`config.mk`:
```
export PLATFORM = sky130hd
export DESIGN_NAME = compute_core_sequencer_flat
export DESIGN_NICKNAME = d
export VERILOG_FILES = /design/src/rtl/compute_core_sequencer_if.sv /design/src/rtl/compute_core_sequencer.sv /design/src/flat_wrapper.sv
export SDC_FILE = /design/constraint.sdc
export NUM_CORES = 1
export LEC_CHECK = 0
export BUFFER_PORTS_ARGS = -buffer_cell sky130_fd_sc_hd__buf_4
export CAP_MARGIN = 20
export CORE_ASPECT_RATIO = 1.1
export CORE_UTILIZATION = 50
export CTS_CLUSTER_DIAMETER = 120
export CTS_CLUSTER_SIZE = 14
export DETAILED_ROUTE_END_ITERATION = 8
export HOLD_SLACK_MARGIN = 0.06
export PLACE_DENSITY = 0.68
export SLEW_MARGIN = 20
export SYNTH_ARGS = -nofsm -noshare
export SYNTH_HDL_FRONTEND = slang
export SYNTH_SLANG_ARGS = --single-unit
```
`constraint.sdc`:
```
create_clock -name clk -period 7 [get_ports clk]
set_clock_uncertainty 0.2 [all_clocks]
set_input_delay 0.35 -clock clk [delete_from_list [all_inputs] [get_ports clk]]
set_output_delay 0.35 -clock clk [all_outputs]
set_load 0.005 [all_outputs]
```
`src/rtl/compute_core_sequencer_if.sv`:
```
// Host push channel and ComputeCore command channel of the sequencer.
// The sequencer connects through the master modport; the host/core side uses slave.
interface compute_core_sequencer_if #(
  parameter int CMD_W = 35
);
  logic [CMD_W-1:0] cmd_in;
  logic             cmd_valid;
  logic             cmd_ready;
  logic [CMD_W-1:0] command_in;
  logic             command_we0;
  logic             command_we1;
  logic             done_ins_computation;

  modport master (
    input  cmd_in, cmd_valid, done_ins_computation,
    output cmd_ready, command_in, command_we0, command_we1
  );

  modport slave (
    output cmd_in, cmd_valid, done_ins_computation,
    input  cmd_ready, command_in, command_we0, command_we1
  );
endinterface

```
`src/rtl/compute_core_sequencer.sv`:
```
// Queues host instructions and issues them to ComputeCore one at a time, arbitrating its BRAM port.
// Optional macro SEQ_TIMEOUT_EN adds a sticky timeout on the done handshake.
module compute_core_sequencer #(
  parameter int DEPTH = 8,
  parameter int CMD_W = 35,
  parameter int TO_W  = 20
) (
  input  logic                     clk,
  input  logic                     rst,
  compute_core_sequencer_if.master bus,
  output logic                     ext_grant,
  output logic                     busy,
  output logic [$clog2(DEPTH):0]   fifo_count,
  output logic [15:0]              done_count,
  output logic                     timeout_err
);
  localparam int AW = $clog2(DEPTH);

  typedef enum logic [2:0] {IDLE, ISSUE, WAIT_DONE, RELEASE, WAIT_CLR} state_t;

  if ((DEPTH < 2) || ((DEPTH & (DEPTH - 1)) != 0)) begin : g_depth_check
    $error("DEPTH must be a power of two and at least 2");
  end
  if (TO_W < 2) begin : g_to_w_check
    $error("TO_W must be at least 2");
  end

  state_t           state, next_state;
  logic [CMD_W-1:0] mem [DEPTH];
  logic [AW-1:0]    wr_ptr, rd_ptr;
  logic [AW:0]      count;
  logic [CMD_W-1:0] command_q, command_next;
  logic             we0_q, we0_next;
  logic             done_inc;
  logic             push, pop;

  assign bus.cmd_ready   = (count != (AW+1)'(DEPTH));
  assign push            = bus.cmd_valid && bus.cmd_ready;
  assign pop             = (state == IDLE) && (count != '0);
  assign bus.command_in  = command_q;
  assign bus.command_we0 = we0_q;
  assign bus.command_we1 = 1'b0;
  assign ext_grant       = (state == IDLE) && (count == '0);
  assign busy            = (count != '0) || (state != IDLE);
  assign fifo_count      = count;

`ifdef SEQ_TIMEOUT_EN
  logic [TO_W-1:0] to_cnt;
  logic            to_hit;
  logic            timeout_q;
`endif

  always_ff @(posedge clk) begin
    if (push) begin
      mem[wr_ptr] <= bus.cmd_in;
    end
  end

  always_ff @(posedge clk or negedge rst) begin
    if (!rst) begin
      wr_ptr <= '0;
      rd_ptr <= '0;
      count  <= '0;
    end else begin
      if (push) begin
        wr_ptr <= wr_ptr + AW'(1);
      end
      if (pop) begin
        rd_ptr <= rd_ptr + AW'(1);
      end
      case ({push, pop})
        2'b10:   count <= count + (AW+1)'(1);
        2'b01:   count <= count - (AW+1)'(1);
        default: count <= count;
      endcase
    end
  end

  always_ff @(posedge clk or negedge rst) begin
    if (!rst) begin
      state      <= IDLE;
      command_q  <= '0;
      we0_q      <= 1'b0;
      done_count <= '0;
    end else begin
      state     <= next_state;
      command_q <= command_next;
      we0_q     <= we0_next;
      if (done_inc) begin
        done_count <= done_count + 16'd1;
      end
    end
  end

  // Completion (or timeout) rewrites INS=0 so the core engines fall back into reset.
  always_comb begin
    next_state   = state;
    command_next = command_q;
    we0_next     = 1'b0;
    done_inc     = 1'b0;
`ifdef SEQ_TIMEOUT_EN
    to_hit       = 1'b0;
`endif
    case (state)
      IDLE: begin
        if (count != '0) begin
          command_next = mem[rd_ptr];
          we0_next     = 1'b1;
          next_state   = ISSUE;
        end
      end
      ISSUE: next_state = WAIT_DONE;
      WAIT_DONE: begin
        if (bus.done_ins_computation) begin
          command_next = '0;
          we0_next     = 1'b1;
          done_inc     = 1'b1;
          next_state   = RELEASE;
        end
`ifdef SEQ_TIMEOUT_EN
        else if (to_cnt == '1) begin
          command_next = '0;
          we0_next     = 1'b1;
          to_hit       = 1'b1;
          next_state   = RELEASE;
        end
`endif
      end
      RELEASE: next_state = WAIT_CLR;
      WAIT_CLR: begin
        if (!bus.done_ins_computation) begin
          next_state = IDLE;
        end
`ifdef SEQ_TIMEOUT_EN
        else if (to_cnt == '1) begin
          to_hit     = 1'b1;
          next_state = IDLE;
        end
`endif
      end
      default: next_state = IDLE;
    endcase
  end

`ifdef SEQ_TIMEOUT_EN
  // The counter restarts on every entry to a wait state and runs only while staying there.
  always_ff @(posedge clk or negedge rst) begin
    if (!rst) begin
      to_cnt    <= '0;
      timeout_q <= 1'b0;
    end else begin
      if (to_hit) begin
        timeout_q <= 1'b1;
      end
      if (((state == WAIT_DONE) || (state == WAIT_CLR)) && (next_state == state)) begin
        to_cnt <= to_cnt + TO_W'(1);
      end else begin
        to_cnt <= '0;
      end
    end
  end

  assign timeout_err = timeout_q;
`else
  assign timeout_err = 1'b0;
`endif

endmodule

```
`src/flat_wrapper.sv`:
```
// flat-port wrapper written by rule: the top's interface ports become plain ports
module compute_core_sequencer_flat 
#(
  parameter int DEPTH = 8,
  parameter int CMD_W = 35,
  parameter int TO_W  = 20
)
  (clk, rst, ext_grant, busy, fifo_count, done_count, timeout_err, bus_cmd_in, bus_cmd_valid, bus_done_ins_computation, bus_cmd_ready, bus_command_in, bus_command_we0, bus_command_we1);
  compute_core_sequencer_if #(.CMD_W(CMD_W)) bus_i ();
  input  logic clk;
  input  logic rst;
  output logic ext_grant;
  output logic busy;
  output logic [$clog2(DEPTH):0] fifo_count;
  output logic [15:0] done_count;
  output logic timeout_err;
  input wire logic [$bits(bus_i.cmd_in)-1:0] bus_cmd_in;
  input wire logic [$bits(bus_i.cmd_valid)-1:0] bus_cmd_valid;
  input wire logic [$bits(bus_i.done_ins_computation)-1:0] bus_done_ins_computation;
  output wire logic [$bits(bus_i.cmd_ready)-1:0] bus_cmd_ready;
  output wire logic [$bits(bus_i.command_in)-1:0] bus_command_in;
  output wire logic [$bits(bus_i.command_we0)-1:0] bus_command_we0;
  output wire logic [$bits(bus_i.command_we1)-1:0] bus_command_we1;
  assign bus_i.cmd_in = bus_cmd_in;
  assign bus_i.cmd_valid = bus_cmd_valid;
  assign bus_i.done_ins_computation = bus_done_ins_computation;
  assign bus_cmd_ready = bus_i.cmd_ready;
  assign bus_command_in = bus_i.command_in;
  assign bus_command_we0 = bus_i.command_we0;
  assign bus_command_we1 = bus_i.command_we1;
  compute_core_sequencer #(.DEPTH(DEPTH), .CMD_W(CMD_W), .TO_W(TO_W)) u_core (.clk(clk), .rst(rst), .bus(bus_i), .ext_grant(ext_grant), .busy(busy), .fifo_count(fifo_count), .done_count(done_count), .timeout_err(timeout_err));
endmodule
```
==> out/qor.yml, run 1 <==
critPathCaptureType: "register"
synth_top_family_by_area: "multiplexers"
portBuffers: 97
ios: 100
synthMuxAreaShare_pct: 12.3
cts_sinks: 345
critical_path_class: "register to register"
crit_fanout: 47
ant_nets: 0
drive_above_1_share_pct: 28.8
fin_crit_sh_pct: 42.5
cp.arrival_ps: 3200
mostFrequentLayoutCell: "edfxtp_1"
synth_area_um2: 13100
hold_class: "register to register"
timing.final.ws_setup_ps: 4030
startpoint: "u_core.rd_ptr[0]$_DFFE_PN0P_"
yosys_warnings: 0
grt_pass1_wl_um: 39800
row_count: 61
wl_met1_um: 10500
max_stage_delay_ps: 840
start_util_pct: 51.4
core_um2: 25500
cts_hold_buf: 38
synthArstFlopShare_pct: 18.8
final_cell_mix: "edfxtp_1, buf_4, mux4_2, dfrtp_1, dlygate4sd3_1"
top_layer_used: "met4"
critPathRequiredTime_ps: 7230
synthFlopType: "edfxtp_1"
synthCells: 619
wl_met2_um: 13700
clock_path_buffers: 3
die_h_um: 172
synth-seq-cells: 345
final_hold_viol_count: 0
total_power_mw: 6.13
wl_per_cell_um: 22.9
path_cells: "buf_4 -> mux4_2 -> and3_1 -> a221o_1"
dr_wl_met3_um: 1380
path_delay_family: "buffers and inverters"
cts_setup_buffers: 0
first_iter_violations: 595
routed-via-count: 6505
nets: 809
grt_pass1_vias: 6883
synth-xor-area-share_pct: 1.67
p_leak_nw: 5.52
drt_wl_total_um: 25900
die_w_um: 156
ctsResizeCount: 0
nFillCells: 1840
cpMaxStageDelayCell: "buf_4"
fmax_mhz: 336
post-dp-hpwl_um: 13600
yosys.area_share.simple_pct: 4.32
synth-seq-area-share_pct: 76.5
setup_violations: 0
gp_congestion: 0.729
min_period_ps: 2970
synth_cell_type_count: 36
firstDrtPassIters: 5
relSlewSlack_pct: 28.4
die_area_um2: 26900
cp_num_buf_inv: 1
yosys.area_share.adder_pct: 0.573
rsz0062_at_grt: "false"
worst_slew_pin_slew_ps: 1070
slew_violations: 0
diodes: 0
cts_root_buffer: "clkbuf_16"
drcViolationCount: 0
reg2reg_from: "u_core.rd_ptr[0]$_DFFE_PN0P_"
antenna_found_initial: 0
viasPerCell: 5.75
syn_to_final_growth_pct: 17.7
synth_compound_area_share_pct: 2.86
worst_setup_path_start_kind: "register"
status: "completed"
synth_edf_count: 280
powerDensity_nw_per_um2: 397
htree_levels: 1
hp-start: "u_core.done_count[15]$_DFFE_PN0P_"
place_ws_ps: 3930
fin_tns_setup_ps: 0
cts_tree: "done"
cts.clk_slew.worst_paths_ps: 60
grt_usage_pct: 20.1
peakVddDrop_mv: 0.293
clk_latency_ps: 540
cts_made_buffers: 28
syn_avg_cell_area_um2: 21.2
grt_start_max_net_pins: 73
drv_cap: 0
gr-total-overflow: 0
## kinds of logic after synthesis
group	after synthesis
xor gates and xnor gates	25
buffers and inverters	37
DFF	345
muxes	73
other	1
AOI/OAI and AO/OA	39
and+or+nand+nor	93
adders and majority gates	6
## final timing paths
kind                                                         end  slack [ps]  cells past startpoint
min in group asynchronous      u_core.done_count[15]$_DFFE_PN0P_         310                      2
hold reg to reg                u_core.done_count[15]$_DFFE_PN0P_         300                      1
setup / recovery           u_core.bus.command_in[29]$_DFFE_PN0P_        4030                      4
max in group asynchronous           u_core.rd_ptr[0]$_DFFE_PN0P_        5600                      2
setup reg to reg           u_core.bus.command_in[29]$_DFFE_PN0P_        4030                      4
hold / removal                 u_core.done_count[15]$_DFFE_PN0P_         300                      1
## metal layers
layer	vias to the layer above	GRT usage (%)
li1	2848	-
met1	3415	26.4
met2	211	35.5
met3	31	2.60
met4	0	5.07
met5	-	0
## sequential cells by signal, indices dropped and copies added (netlist names)
register,cells
u_core.fifo_count,4
u_core.mem,280
u_core.bus.command_we0,1
u_core.state,3
u_core.wr_ptr,3
u_core.rd_ptr,3
u_core.done_count,16
u_core.bus.command_in,35
## cell usage after synthesis (7+ instances only)
master / n / area share, %
a221o_1: 35 / 2.7
and3_1: 37 / 1.8
buf_2: 7 / 0.27
buf_6: 9 / 0.77
clkbuf_1: 14 / 0.40
dfrtp_1: 65 / 12
edfxtp_1: 280 / 64
mux4_2: 70 / 12
nand2_1: 13 / 0.37
nand3_1: 7 / 0.27
nor3_1: 7 / 0.27
xnor2_1: 17 / 1.1
xor2_1: 8 / 0.53
## power by group
| part | switching, mW | internal, mW |
|---|---|---|
| Clock | 0.664 | 0.774 |
| Sequential | 0.330 | 2.64 |
| Combinational | 0.811 | 0.913 |
## stage by stage
stage	cells	utilization, %	hold WS, ps	cell area, um2
after detailed placement	1042	55.8	299	14200
after global routing	1132	60.5	327	15400
after floorplan	620	-	-146	13100
after global placement	1041	55.7	265	14200
after CTS	1132	60.5	312	15400
final	1132	60.5	299	15400
## worst reg2reg max path, cell delays in order (launching register included)
cell	delay, ps
dfrtp_4	760
buf_4	840
mux4_2	620
and3_1	190
a221o_1	260
## final cells by class
| type | instances | area (um2) | area share, % |
|---|---|---|---|
| multi-input cells | 238 | 2900 | 18.8 |
| flip-flops and latches | 345 | 10000 | 65.1 |
| inverters | 4 | 15.0 | 0.0973 |
| clock buffers | 51 | 808 | 5.24 |
| well taps | 346 | 433 | 2.81 |
| clock inverters | 1 | 6.26 | 0.0406 |
| repair buffers | 147 | 1220 | 7.90 |
No activity file was read; power rests on OpenSTA's default activity.
==> run 2, diff against run 1 <==
--- a/config.mk
+++ b/config.mk
@@ -13,7 +13,7 @@
 export CTS_CLUSTER_SIZE = 14
 export DETAILED_ROUTE_END_ITERATION = 8
 export HOLD_SLACK_MARGIN = 0.06
-export PLACE_DENSITY = 0.68
+export PLACE_DENSITY = 0.71
 export SLEW_MARGIN = 20
 export SYNTH_ARGS = -nofsm -noshare
 export SYNTH_HDL_FRONTEND = slang
==> constraint.sdc (replaced) <==
create_clock -name clk -period 2.6 [get_ports clk]
set_clock_uncertainty 0.2 [all_clocks]
set_input_delay 0.13 -clock clk [delete_from_list [all_inputs] [get_ports clk]]
set_output_delay 0.13 -clock clk [all_outputs]
set_load 0.005 [all_outputs]
==> run 2 against run 1 <==
Via count rose by 2.6%. Hold slack got worse by 220 ps. Die area did not move. Maximum frequency rose by 20%. Clock power rose to 2.7 times the previous value. Utilization rose by 1.2 points. Critical path depth rose by 5. Routed wire length rose by 3.9%.
==> out/qor.yml, run 2 (synthesis results as in run 1) <==
peakVddDrop_mv: 0.546  # +86%
core_um2: 25500  # unchanged
fin_tns_setup_ps: 0  # unchanged
register_area_um2: 10000  # about the same
clk_latency_ps: 540  # about the same
nFillCells: 1832  # -0.43%
slew_violations: 0  # unchanged
p_leak_nw: 5.67  # +2.6%
htree_levels: 1  # unchanged
ios: 100  # unchanged
path_cells: "nor4_4 -> and2b_4 -> ha_1 -> xor2_1 -> ha_1 -> a21oi_1 -> xor2_1 -> nor2_1 -> xor2_1"
largest_register: "u_core.mem"
wl_met1_um: 11400  # +8.5%
relSlewSlack_pct: 36.4  # +8.1 points
place_ws_ps: 84.2  # -3850 ps
die_h_um: 172  # unchanged
multi_input_area_um2: 2950  # +1.6%
grt_pass1_wl_um: 41400  # +3.9%
start_util_pct: 51.4  # unchanged
instances_no_fill: 1154  # +1.9%
fin_crit_sh_pct: 95.6  # +53 points
worst_setup_path_start_kind: "register"
firstDrtPassIters: 4  # -1
routed-via-count: 6676  # +2.6%
grt_usage_pct: 20.8  # +0.77 points
powerDensity_nw_per_um2: 1080  # +170%
top_layer_used: "met4"
gp_congestion: 0.804  # +10%
first_iter_violations: 487  # -18%
netSwitchingPower_mw: 5.05  # +180%
viasPerCell: 5.79  # +0.67%
final_cell_mix: "edfxtp_1, buf_4, mux4_2, dfrtp_1, dlygate4sd3_1"
p_clk_share_pct: 22.8  # -0.7 points
largest_register_ffs: 280  # unchanged
critical_path_class: "register to register"
drive_above_1_share_pct: 31.1  # +2.3 points
rsz0062_at_grt: "false"
worst_slew_pin_slew_ps: 954  # -121 ps
wl_per_cell_um: 23.3  # +1.9%
fmax_mhz: 402  # +20%
cts_made_buffers: 28  # unchanged
total_power_mw: 16.9  # +180%
syn_to_final_growth_pct: 20.0
swShare_pct: 29.8  # +0.34 points
p_comb_share_pct: 31.7  # +3.6 points
grt_start_max_net_pins: 66  # -9.6%
cp.arrival_ps: 2710  # -490 ps
critPathCaptureType: "register"
final_util_pct: 61.7  # +1.2 points
clock_path_buffers: 3  # unchanged
wl_met2_um: 13600  # about the same
cts_root_buffer: "clkbuf_16"
die_w_um: 156  # unchanged
grt_pass1_vias: 7039  # +2.3%
mostFrequentLayoutCell: "edfxtp_1"
hold_class: "primary input to async pin"
cts_tree: "done"
ant_nets: 0  # unchanged
portBuffers: 97  # unchanged
timing.final.ws_setup_ps: 114  # -3910 ps
cpMaxStageDelayCell: "dfrtp_2"
crit_fanout: 5  # -89%
critPathRequiredTime_ps: 2820  # -4410 ps
row_count: 61  # unchanged
final_hold_viol_count: 0  # unchanged
die_area_um2: 26900  # unchanged
status: "completed"
drcViolationCount: 0  # unchanged
cts.clk_slew.worst_paths_ps: 70  # about the same
p_int_mw: 11.9  # +180%
drv_cap: 0  # unchanged
place_inst: 1061  # +1.8%
nets: 830  # +2.6%
antenna_found_initial: 1  # +1
min_period_ps: 2490  # -488 ps
gr-total-overflow: 0  # unchanged
pwr-share-seq_pct: 45.5  # -2.9 points
dr_wl_met3_um: 1320  # -4.8%
post-dp-hpwl_um: 15500  # +14%
max_stage_delay_ps: 440  # -400 ps
crit_top_cell: "xor2_1"
cts_sinks: 345  # unchanged
drt_wl_total_um: 26900  # +3.9%
setup_violations: 0  # unchanged
==> run 2: worst paths after layout <==
| path | from | to | slack, ps | cells past startpoint |
|---|---|---|---|---|
| max | u_core.fifo_count[2]$_DFFE_PN0P_ | u_core.fifo_count[2]$_DFFE_PN0P_ | 110 | 9 |
| min | rst | u_core.bus.command_in[4]$_DFFE_PN0P_ | 80 | 2 |
| max reg2reg | u_core.fifo_count[2]$_DFFE_PN0P_ | u_core.fifo_count[2]$_DFFE_PN0P_ | 110 | 9 |
| min reg2reg | u_core.done_count[15]$_DFFE_PN0P_ | u_core.done_count[15]$_DFFE_PN0P_ | 300 | 1 |
| max in group asynchronous | rst | u_core.rd_ptr[0]$_DFFE_PN0P_ | 1380 | 2 |
| min in group clk | bus_cmd_in[19] | u_core.mem[2][19]$_DFFE_PP_ | 160 | 2 |
==> run 2: final cells by class <==
type,instances,share of cell area (%)
antenna,1,0.0159
inverter,4,0.0955
clock inverter,1,0.0398
multi-input combinational,238,18.7
sequential,345,63.9
timing repair buffer,168,9.34
clock buffer,51,5.14
tap,346,2.75
==> run 2: timing repair <==
action | in CTS | in global routing
hold buffers | 38 | 0
buffers inserted | 0 | 2
endpoints found under the hold margin | 359 | 0
setup endpoints to repair | 0 | 1
gates resized for setup | 0 | 1
==> run 2: worst max-delay path: cells and delay by family (launching register included) <==
family / cells / cell delay (ps)
adder cells (fa/ha/maj): 2 / 450
flip-flops: 1 / 440
XOR/XNOR: 3 / 510
AND/OR/NAND/NOR: 3 / 620
AO/OA/AOI/OAI: 1 / 150
==> run 2: power groups by stage <==
stage          registers (mW)  logic (mW)  clock network [mW]
2_1_floorplan            7.63        3.47                   0
3_3_place_gp             7.73        5.16                   0
3_5_place_dp             7.81        5.39                   0
4_1_cts                  7.71        5.44                3.96
5_1_grt                  7.81        5.81                4.15
6_report                 7.71        5.37                3.87
==> run 2: metrics by stage <==
step / hold slack, ps / instance area, um2
after floorplan: -366 / 13200
after global placement: 130 / 14500
after detailed placement: 141 / 14500
after CTS: 115 / 15700
after global routing: 158 / 15700
final: 80.3 / 15700
==> run 2: routing by layer <==
metal | GRT usage [%] | vias to the layer above
met4 | 6.31 | 0
met5 | 0 | -
li1 | - | 2886
met1 | 28.1 | 3543
met2 | 35.6 | 204
met3 | 2.65 | 43
